==> config.mk <==
export PLATFORM = sky130hd
export DESIGN_NAME = traffic_light_ctrl
export DESIGN_NICKNAME = d
export VERILOG_FILES = /design/src/rtl/traffic_pkg.sv /design/src/rtl/phase_timer.sv /design/src/rtl/traffic_light_ctrl.sv
export SDC_FILE = /design/constraint.sdc
export NUM_CORES = 1
export LEC_CHECK = 0
export ABC_AREA = 1
export ABC_CLOCK_PERIOD_IN_PS = 2700
export BUFFER_PORTS_ARGS = -buffer_cell sky130_fd_sc_hd__buf_2
export CORE_AREA = 4 4 48 50
export DETAILED_ROUTE_END_ITERATION = 8
export DIE_AREA = 0 0 52 54
export GPL_ROUTABILITY_DRIVEN = 0
export PLACE_DENSITY = 0.73
export SYNTH_ARGS = -nofsm -noshare
export SYNTH_HDL_FRONTEND = slang
export SYNTH_HIERARCHICAL = 1
export SYNTH_SLANG_ARGS = --single-unit
==> constraint.sdc <==
create_clock -name clock -period 2.7 [get_ports clock]
set_input_delay 0 -clock clock [delete_from_list [all_inputs] [get_ports clock]]
set_output_delay 0 -clock clock [all_outputs]
set_load 0.05 [all_outputs]
==> src/rtl/traffic_pkg.sv <==
// Shared definitions for the two-road traffic-light controller:
// state codes, lamp encodings and the per-state dwell lookup.
package traffic_pkg;

    typedef enum logic [2:0] {
        S_MAIN_G  = 3'd0,
        S_MAIN_Y  = 3'd1,
        S_AR1     = 3'd2,
        S_SIDE_G  = 3'd3,
        S_SIDE_Y  = 3'd4,
        S_AR2     = 3'd5,
        S_FLASH   = 3'd6,
        S_ILLEGAL = 3'd7
    } state_e;

    // One-hot lamp codes, bit order {R,Y,G}.
    localparam logic [2:0] RED = 3'b100;
    localparam logic [2:0] YEL = 3'b010;
    localparam logic [2:0] GRN = 3'b001;
    localparam logic [2:0] OFF = 3'b000;

    // Dwell time in cycles for a state; in FLASH it is the blink half-period.
    // The illegal code gets a non-zero value so that dwell-1 never underflows.
    function automatic int unsigned dwell_for(
        input state_e      s,
        input int unsigned t_main_g,
        input int unsigned t_side_g,
        input int unsigned t_y,
        input int unsigned t_ar,
        input int unsigned t_flash
    );
        case (s)
            S_MAIN_G:           return t_main_g;
            S_MAIN_Y, S_SIDE_Y: return t_y;
            S_SIDE_G:           return t_side_g;
            S_FLASH:            return t_flash;
            default:            return t_ar;
        endcase
    endfunction

endpackage

==> src/rtl/phase_timer.sv <==
// Phase timer: up-counter with synchronous clear that flags the last cycle
// of the current phase (count == limit-1).
module phase_timer #(
    parameter int unsigned CNT_W = 8
) (
    input  logic             clock,
    input  logic             reset,
    input  logic             clear_i,
    input  logic [CNT_W-1:0] limit_m1_i,
    output logic [CNT_W-1:0] count_o,
    output logic             terminal_o
);

    logic [CNT_W-1:0] count_q;

    // Count up each cycle; restart from zero whenever the phase changes or wraps.
    // NOTE: sequential state uses non-blocking (<=) so every flop samples pre-edge values;
    // the async reset sits in the sensitivity list so it acts without a clock edge.
    always_ff @(posedge clock or posedge reset) begin
        if (reset) begin
            count_q <= '0;
        end else if (clear_i) begin
            count_q <= '0;
        end else begin
            count_q <= count_q + CNT_W'(1);
        end
    end

    assign count_o    = count_q;
    assign terminal_o = (count_q == limit_m1_i);

endmodule

==> src/rtl/traffic_light_ctrl.sv <==
// Two-road Moore traffic-light controller with all-red clearance,
// a latched pedestrian request that can shorten main green, and a
// flashing night mode.
module traffic_light_ctrl
    import traffic_pkg::*;
#(
    parameter int unsigned CNT_W    = 8,
    parameter int unsigned T_MAIN_G = 20,
    parameter int unsigned T_MIN_G  = 6,
    parameter int unsigned T_SIDE_G = 12,
    parameter int unsigned T_Y      = 4,
    parameter int unsigned T_AR     = 2,
    parameter int unsigned T_FLASH  = 5
) (
    input  logic       clock,
    input  logic       reset,
    input  logic       flash_mode,
    input  logic       ped_req,
    output logic [2:0] main_light,
    output logic [2:0] side_light,
    output logic       ped_walk,
    output logic [2:0] state_o
);

    // Every dwell must be non-zero and its terminal count (T-1) must fit in CNT_W bits.
    localparam logic [63:0] T_CAP = 64'd1 << CNT_W;
    localparam bit PARAMS_OK =
        (T_MAIN_G != 0) && (64'(T_MAIN_G) <= T_CAP) &&
        (T_SIDE_G != 0) && (64'(T_SIDE_G) <= T_CAP) &&
        (T_Y      != 0) && (64'(T_Y)      <= T_CAP) &&
        (T_AR     != 0) && (64'(T_AR)     <= T_CAP) &&
        (T_FLASH  != 0) && (64'(T_FLASH)  <= T_CAP) &&
        (T_MIN_G  >= 1) && (T_MIN_G <= T_MAIN_G);

    if (!PARAMS_OK) begin : g_param_check
        $error("traffic_light_ctrl: dwell parameter out of range for CNT_W");
    end

    localparam logic [CNT_W-1:0] MIN_G_M1 = CNT_W'(T_MIN_G - 1);

    state_e           state_q, state_d;
    logic             ped_q;
    logic             blink_q;
    logic [CNT_W-1:0] timer_w;
    logic [CNT_W-1:0] limit_m1;
    logic             terminal;
    logic             timer_clr;

    assign limit_m1 = CNT_W'(dwell_for(state_q, T_MAIN_G, T_SIDE_G, T_Y, T_AR, T_FLASH) - 32'd1);

    // The timer restarts on any state change and also wraps at the end of each flash half-period.
    assign timer_clr = (state_d != state_q) || terminal;

    phase_timer #(
        .CNT_W (CNT_W)
    ) u_timer (
        .clock      (clock),
        .reset      (reset),
        .clear_i    (timer_clr),
        .limit_m1_i (limit_m1),
        .count_o    (timer_w),
        .terminal_o (terminal)
    );

    // Next-state selection: flash request beats timer expiry, which beats pedestrian early exit.
    // NOTE: state_d gets a default first so no path through the block leaves it unassigned (no latch).
    always_comb begin
        state_d = state_q;
        if (state_q == S_FLASH) begin
            if (!flash_mode) state_d = S_AR2;
        end else if (state_q == S_ILLEGAL) begin
            state_d = S_AR2;
        end else if (flash_mode) begin
            state_d = S_FLASH;
        end else if (terminal) begin
            case (state_q)
                S_MAIN_G: state_d = S_MAIN_Y;
                S_MAIN_Y: state_d = S_AR1;
                S_AR1:    state_d = S_SIDE_G;
                S_SIDE_G: state_d = S_SIDE_Y;
                S_SIDE_Y: state_d = S_AR2;
                S_AR2:    state_d = S_MAIN_G;
                default:  state_d = S_AR2;
            endcase
        end else if (state_q == S_MAIN_G && ped_q && timer_w >= MIN_G_M1) begin
            state_d = S_MAIN_Y;
        end
    end

    // State register, pedestrian latch and flash blink phase.
    always_ff @(posedge clock or posedge reset) begin
        if (reset) begin
            state_q <= S_MAIN_G;
            ped_q   <= 1'b0;
            blink_q <= 1'b1;
        end else begin
            state_q <= state_d;

            // Entering side green serves the request, so clearing wins over a same-edge set.
            if (state_d == S_SIDE_G && state_q != S_SIDE_G) begin
                ped_q <= 1'b0;
            end else if (ped_req && state_q != S_SIDE_G) begin
                ped_q <= 1'b1;
            end

            if (state_d == S_FLASH && state_q != S_FLASH) begin
                blink_q <= 1'b1;
            end else if (state_q == S_FLASH && state_d == S_FLASH && terminal) begin
                blink_q <= ~blink_q;
            end
        end
    end

    // Moore lamp decode from the state register; the illegal code shows all red.
    always_comb begin
        main_light = RED;
        side_light = RED;
        ped_walk   = 1'b0;
        case (state_q)
            S_MAIN_G: main_light = GRN;
            S_MAIN_Y: main_light = YEL;
            S_SIDE_G: begin
                side_light = GRN;
                ped_walk   = 1'b1;
            end
            S_SIDE_Y: side_light = YEL;
            S_FLASH: begin
                main_light = blink_q ? YEL : OFF;
                side_light = blink_q ? RED : OFF;
            end
            default: ;
        endcase
    end

    assign state_o = state_q;

endmodule
==> tab_implementation.tex, run 1 <==
\begin{tabular}{lr}
\hline
Metric & Value \\
\hline
\multicolumn{2}{l}{\textbf{Routing}} \\
Vias per Instance & 4.653 \\
Routed via count & 991 \\
Detail Route Antenna Nets & 0 \\
Pre-Repair DR Iteration Count & 4 \\
Initial drt markers & 19 \\
Sum of routed wire length over all layers & 2.146 mm \\
DR DRC count & 0 \\
Average wire per standard cell & 10.08 um \\
\multicolumn{2}{l}{\textbf{STA}} \\
Upper clock frequency limit & 418.2 MHz \\
Slew Viols, Final & 0 \\
Setup violation total in the final timing report & 0 \\
Setup TNS & 0 ns \\
Hold Fails Final Rpt & 0 \\
Final setup margin & 0.3090 ns \\
Largest clock skew in the final design & 0.001915 ns \\
Final critical delay including setup and external delays & between 2 and 2.5 ns \\
Unrepaired setup endpoints after global routing & false \\
Portion of the clock cycle consumed by the worst path in the final layout & 0.8856 \\
\multicolumn{2}{l}{\textbf{Power and ir drop}} \\
Proportion of power drawn by the clock network & 0.112 \\
Switching power as a share of total power & 0.5633 \\
Sw power & 634.8 uW \\
Part of the power in combinational logic & 0.615 \\
Largest vdd supply drop & 0.7835 mV \\
Proportion of power drawn by flip-flops and latches & 0.273 \\
Cell area power density & a little under 1000 nW/um\^{}2 \\
Leakage power & between 0.0006 and 0.0007 uW \\
Total internal power & slightly below 500 uW \\
\multicolumn{2}{l}{\textbf{Synthesis}} \\
Post-synthesis sequential area ratio & 0.3363 \\
Netlist cell types & 24 \\
Post-Syn Area & 970.9 um\^{}2 \\
Most area-consuming cells after synthesis & dfrtp\_1 (31\%), nand2\_1 (19\%), inv\_1 (13\%), nor2\_1 (9.7\%), nand3\_1 (4.1\%) \\
Fraction of synthesized cell area taken by the top area cell type & 0.3093 \\
Library cell with the largest summed area after synthesis & dfrtp\_1 \\
Cells after synthesis & 160 \\
Yosys warnings & 6 \\
Mean area per synthesized cell & $\sim$6 um\^{}2 \\
Register bit count reported by yosys & 13 \\
\multicolumn{2}{l}{\textbf{Clocking}} \\
Clock buffers created by TritonCTS & 3 \\
Post-CTS Setup Repair Bufs & 0 \\
Deepest clock path buffer count & 2 \\
Skew-Pair Late Insertion Delay & 0.29 ns \\
Clk sinks & 13 \\
CTS tree & done \\
Master cell of the clock root buffer & clkbuf\_4 \\
H-tree depth & 1 \\
Clock input transition at the sequential cells of the worst setup and hold paths & 0.09 ns \\
\multicolumn{2}{l}{\textbf{Worst setup path}} \\
Register-to-register setup slack & 0.31 ns \\
Category of the worst setup path launch point & flop \\
Arrival time at the worst endpoint & 2.61 ns \\
Sort of element at the end of the critical path & flop \\
R2R Path End & u\_timer/count\_o[3] \\
R2R cell count & 18 \\
Highest net fanout along the worst path & 6 \\
Crit path required time & 2.92 ns \\
Startpoint-to-endpoint class of the critical path & flop to flop \\
Reg2Reg Launch Point & state\_o[1] \\
\multicolumn{2}{l}{\textbf{Floorplanning}} \\
Die area & 2808 um\^{}2 \\
Standard cell core area & 1902 um\^{}2 \\
Effective utilization at floorplan & 0.5105 \\
Die extent in y & 54 um \\
Die X & 52 um \\
Number of placed I/O pins & 14 \\
Number of placement rows & 16 \\
\multicolumn{2}{l}{\textbf{GRT}} \\
Peak-usage layer in the global routing report & met2 \\
Number of global-route vias before repair & 876 \\
Number of antenna violations at the first check in global routing & 0 \\
Largest net degree at the start of global routing & 9 \\
Met1 Resource Use GR & 0.2027 \\
Overall track demand over capacity in global routing & 0.1809 \\
Met3 Usage GRT & 0.03324 \\
GR Layer Usage met2 & 0.3033 \\
Overflow left after global routing & 0 \\
Wire length of the first global-routing pass & 3.629 mm \\
\multicolumn{2}{l}{\textbf{Cells and area}} \\
Number of diodes & 0 \\
Layout cells sized above 1 & 0.1989 \\
P\&R area growth vs syn & 20.36\% \\
Flip-flop and latch area & 330.3 um\^{}2 \\
Nets & 192 \\
Area occupied by multi-input gates & 528.0 um\^{}2 \\
Number of filler cells placed in the layout & 171 \\
Final Instance Count excl. Fillers & 213 \\
\multicolumn{2}{l}{\textbf{Placed design}} \\
Pre-CTS setup slack & 0.2389 ns \\
Placed wire-length estimate & 1.717 mm \\
Placed Cells & 206 \\
Port-buffer cells & 13 \\
\multicolumn{2}{l}{\textbf{Outcome}} \\
Result of the run & finished clean \\
\multicolumn{2}{l}{\textbf{Worst hold path}} \\
Worst hold-check path type & input pin to asynchronous set/reset pin \\
\multicolumn{2}{l}{\textbf{Job}} \\
MaxCap Viol Count & 0 \\
\hline
\end{tabular}
==> layer usage <==
metal	wire [um]	part of all wire
met2	1032	0.48
met5	0	0
met1	906	0.42
met3	110	0.051
met4	97	0.045
==> synthesized netlist by cell type <==
cell type	count
nand2_1	49
inv_1	33
nor2_1	25
dfrtp_1	12
nand3_1	8
a21oi_1	7
nor2_2	4
o21ai_0	3
inv_2	2
o211ai_1	2
o21ai_1	2
a21boi_0	1
buf_4	1
clkinv_1	1
conb_1	1
dfstp_2	1
ha_1	1
nand2_2	1
nand3_2	1
nand4_1	1
nor3b_2	1
o21ai_2	1
o31ai_1	1
xor2_1	1
==> worst max path at each step <==
stage,start,endpoint,cells after the start
detailed placement,state_o[0],u_timer/count_o[3],19
CTS,state_o[0],u_timer/count_o[3],19
floorplan,state_o[2],u_timer/count_o[3],18
global placement,state_o[0],u_timer/count_o[3],19
global route,state_o[1],u_timer/count_o[3],18
finish,state_o[1],u_timer/count_o[3],18
==> cell type report <==
class,instances,area share
multi-input cells,115,0.4518
flip-flops and latches,13,0.2827
inverters,36,0.1188
repair buffers,18,0.09422
well taps,27,0.02891
clock buffers,3,0.01927
clock inverters,1,0.004283
==> what timing repair did <==
item / CTS / global route
setup endpoints to repair: 0 / 5
hold endpoints to repair: 15 / 0
hold buffers: 3 / 0
resized for setup: 0 / 3
==> cell families (layout without fill, tap and decap cells) <==
family / Yosys count / count (layout) / synth area share
buffers and inverters: 37 / 58 / 0.1469
DFF: 13 / 13 / 0.3363
and+or+nand+nor: 90 / 90 / 0.3892
adders and majority gates: 1 / 1 / 0.01288
other: 1 / 6 / 0.003862
AOI/OAI and AO/OA: 17 / 17 / 0.1018
xor gates and xnor gates: 1 / 1 / 0.009022
==> stage by stage <==
stage                     total power, uW  hold slack (ns)  instance area (um^2)  utilization
final                                1127           0.1891                  1169       0.6145
after global routing                 1215           0.2139                  1169       0.6145
after CTS                            1111           0.1722                  1161       0.6105
after detailed placement            979.0         -0.06763                  1104       0.5803
after global placement              968.2         -0.06090                  1104       0.5803
after floorplan                     827.3          -0.2224                 997.2            -
==> flip-flops by register name (all words and copies together), names as in the netlist <==
name,flops
u_timer/count_o,8
state_o,3
blink_q,1
ped_q,1
==> worst max-delay path, stage by stage, from the launching register on <==
cell and delay, ns:
dfrtp_2 0.41, nand2_1 0.15, nor2_1 0.22, inv_1 0.10, nor2_1 0.10, nor2_1 0.05, nor2_1 0.10, nand2_1 0.05
nor2_1 0.14, inv_1 0.11, nand2_1 0.08, nand2_1 0.05, nand2_1 0.07, nand2_1 0.09, xor2_1 0.18, nand3_2 0.14
inv_2 0.11, o21ai_1 0.07, a21oi_1 0.11
==> power by group through the flow <==
stage / logic, uW / registers, uW / clock network, uW
detailed placement: 669 / 310 / 0
global route: 763 / 315 / 136
global placement: 664 / 304 / 0
CTS: 676 / 307 / 129
finish: 693 / 307 / 127
floorplan: 479 / 348 / 0
==> placed cells by master, fill, tap and decap left out <==
| cell type | instances |
|---|---|
| nand2_1 | 48 |
| nand3_2 | 2 |
| buf_4 | 2 |
| inv_2 | 3 |
| dfstp_2 | 1 |
| dfrtp_1 | 9 |
| nand2_2 | 2 |
| o211ai_1 | 2 |
| clkinv_1 | 1 |
| nor2_1 | 25 |
| inv_1 | 31 |
| o21ai_2 | 1 |
| nand3_1 | 7 |
| dfrtp_2 | 3 |
| o21ai_0 | 3 |
| xor2_1 | 1 |
| clkinv_2 | 1 |
| buf_2 | 13 |
| a21boi_0 | 1 |
| conb_1 | 6 |
| a21oi_1 | 7 |
| ha_1 | 1 |
| o21ai_1 | 2 |
| o31ai_1 | 1 |
| nor3b_2 | 1 |
| nand4_1 | 1 |
| nor2_2 | 4 |
| dlygate4sd3_1 | 3 |
| clkbuf_4 | 3 |
| clkinvlp_4 | 1 |
(Power assumes the default switching activity.)
==> run 2, diff against run 1 <==
Settings changed: CORE_AREA 4 4 48 50 to 2 2 46 48, DIE_AREA 0 0 52 54 to 0 0 48 50.
==> run 2 against run 1 <==
Effect of this change:
- via count down 2.7%
- power shrank 0.61%
- die area fell by 15%
- non-clock buffer count down 2
- clock-buffer cell count is 1 higher
- largest cell class unchanged
- critical path type unchanged
==> tab_implementation.tex, run 2 (synthesized netlist as in run 1, its figures left out) <==
\begin{tabular}{lr}
\hline
Metric & Value \\
\hline
\multicolumn{2}{l}{\textbf{Outcome}} \\
Result of the run & finished clean \\
\multicolumn{2}{l}{\textbf{Routing}} \\
Average wire per standard cell & 10.15 um \\
Detail Route Antenna Nets & 0 \\
Initial drt markers & 17 \\
Sum of routed wire length over all layers & roughly 2.1 mm \\
DR DRC count & 0 \\
Pre-Repair DR Iteration Count & 4 \\
Routed via count & 964 \\
Vias per Instance & 4.569 \\
\multicolumn{2}{l}{\textbf{Clocking}} \\
Skew-Pair Late Insertion Delay & 0.29 ns \\
H-tree depth & 1 \\
Master cell of the clock root buffer & clkbuf\_4 \\
Clock buffers created by TritonCTS & 3 \\
Clk sinks & 13 \\
Clock input transition at the sequential cells of the worst setup and hold paths & 0.09 ns \\
Deepest clock path buffer count & 2 \\
CTS tree & done \\
Post-CTS Setup Repair Bufs & 0 \\
\multicolumn{2}{l}{\textbf{Worst setup path}} \\
Crit path required time & about 2.9 ns \\
Startpoint-to-endpoint class of the critical path & flop to flop \\
Register-to-register setup slack & between 0.2 and 0.25 ns \\
Cell repeated most along the worst path & nand2\_1 \\
Category of the worst setup path launch point & flop \\
Reg2Reg Launch Point & state\_o[0] \\
R2R Path End & u\_timer/count\_o[3] \\
Largest stage delay on the critical path & 0.48 ns \\
R2R cell count & 19 \\
Sort of element at the end of the critical path & flop \\
Highest net fanout along the worst path & 8 \\
Max stage delay cell, worst path & dfrtp\_2 \\
Arrival time at the worst endpoint & 2.67 ns \\
Critical-path cell list & nand2\_1 -> inv\_1 -> nand2\_1 -> clkinvlp\_4 -> nand2\_1 -> nand2\_1 -> nor2\_1 -> nand2\_1 -> nor2\_1 -> inv\_1 -> nand2\_1 -> nand2\_1 -> nand2\_1 -> nand2\_1 -> xor2\_1 -> nand3\_2 -> inv\_2 -> o21ai\_1 -> a21oi\_1 \\
\multicolumn{2}{l}{\textbf{Worst hold path}} \\
Startpoint of the worst hold path & ped\_req \\
Hold Crit Depth & 5 \\
Worst hold-check path type & input pin to flop \\
Worst min-delay path endpoint & ped\_q \\
\multicolumn{2}{l}{\textbf{GRT}} \\
Number of global-route vias before repair & 833 \\
Number of antenna violations at the first check in global routing & 0 \\
Wire length of the first global-routing pass & 3.470 mm \\
Overall track demand over capacity in global routing & 0.2030 \\
Overflow left after global routing & 0 \\
Largest net degree at the start of global routing & 9 \\
\multicolumn{2}{l}{\textbf{Floorplanning}} \\
Number of placement rows & 16 \\
Die extent in y & 50 um \\
Standard cell core area & 1902 um\^{}2 \\
Die X & 48 um \\
Effective utilization at floorplan & 0.5105 \\
Number of placed I/O pins & 14 \\
Die area & 2400 um\^{}2 \\
\multicolumn{2}{l}{\textbf{Power and ir drop}} \\
Cell area power density & 965.6 nW/um\^{}2 \\
Leakage power & approximately 0.00064 uW \\
Post-layout power & $\sim$1100 uW \\
Largest vdd supply drop & 0.6540 mV \\
\multicolumn{2}{l}{\textbf{STA}} \\
Slew Viols, Final & 0 \\
Setup violation total in the final timing report & 0 \\
Hold Fails Final Rpt & 0 \\
Largest clock skew in the final design & 0.008798 ns \\
Upper clock frequency limit & $\sim$410 MHz \\
Final critical delay including setup and external delays & 2.458 ns \\
Portion of the clock cycle consumed by the worst path in the final layout & 0.9103 \\
Unrepaired setup endpoints after global routing & false \\
Setup TNS & 0 ns \\
\multicolumn{2}{l}{\textbf{Cells and area}} \\
P\&R area growth vs syn & 19.46\% \\
Number of diodes & 0 \\
Max reg flops & 8 \\
Most common cell after layout, fill and taps aside & nand2\_1 \\
Commonest cells after routing, fill and taps aside & nand2\_1 (49), inv\_1 (30), nor2\_1 (24), buf\_2 (13), dfrtp\_1 (9) \\
Nets & 190 \\
Layout cells sized above 1 & 0.2011 \\
\multicolumn{2}{l}{\textbf{Job}} \\
MaxCap Viol Count & 0 \\
\multicolumn{2}{l}{\textbf{Placed design}} \\
Port-buffer cells & 13 \\
Placed wire-length estimate & 1.697 mm \\
\hline
\end{tabular}
run 2: area by class of cell:
type	instances	area, um^2
clock buffers	4	26.28
fillers	199	742.0
inverters	36	138.9
multi-input cells	115	538.0
flip-flops and latches	13	330.3
well taps	27	33.78
repair buffers	16	92.59
run 2: worst max path at each step:
stage                     cells past startpoint                  to        from
after detailed placement                     18  u_timer/count_o[3]  state_o[1]
final                                        19  u_timer/count_o[3]  state_o[0]
after global placement                       18  u_timer/count_o[3]  state_o[1]
after CTS                                    18  u_timer/count_o[3]  state_o[1]
after floorplan                              18  u_timer/count_o[3]  state_o[2]
after global routing                         19  u_timer/count_o[3]  state_o[0]
run 2: where the power goes:
| part | leakage (uW) | total, uW | internal [uW] | switching (uW) |
|---|---|---|---|---|
| sequential | 0.000159 | 306 | 244 | 62.2 |
| clock | 0.0000150 | 129 | 57.5 | 71.2 |
| combinational | 0.000466 | 685 | 187 | 498 |
run 2: stage by stage:
stage	hold slack (ns)	util	instance area (um^2)	std cells	setup WS, ns
floorplan	-0.2224	-	997.2	165	0.06160
global placement	-0.07362	0.5763	1096	205	0.2431
detailed placement	-0.07205	0.5763	1096	205	0.1253
CTS	0.001018	0.6007	1142	211	0.09950
global route	0.06455	0.6099	1160	211	0.006793
finish	0.003225	0.6099	1160	211	0.2423
run 2: worst max-delay path, delay by kind of cell, from the launching register on:
family          cells  cell delay [ns]
compound gates      2             0.20
xor+xnor            1             0.17
buf+inv             4             0.42
flops               1             0.48
simple gates       12             1.11
run 2: timing repair:
item / CTS / global route
endpoints found under the hold margin: 14 / 0
resized for setup: 0 / 6
hold buffers: 2 / 0
endpoints found under the setup margin: 0 / 6
run 2: per-layer routing:
metal / share of wire / track usage / wire (um) / vias to the layer above
met5: 0 / 0 / 0 / -
li1: - / - / - / 520
met4: 0.015 / 0.05405 / 32 / 0
met1: 0.44 / 0.2369 / 933 / 413
met2: 0.49 / 0.3489 / 1057 / 27
met3: 0.055 / 0.05495 / 117 / 4
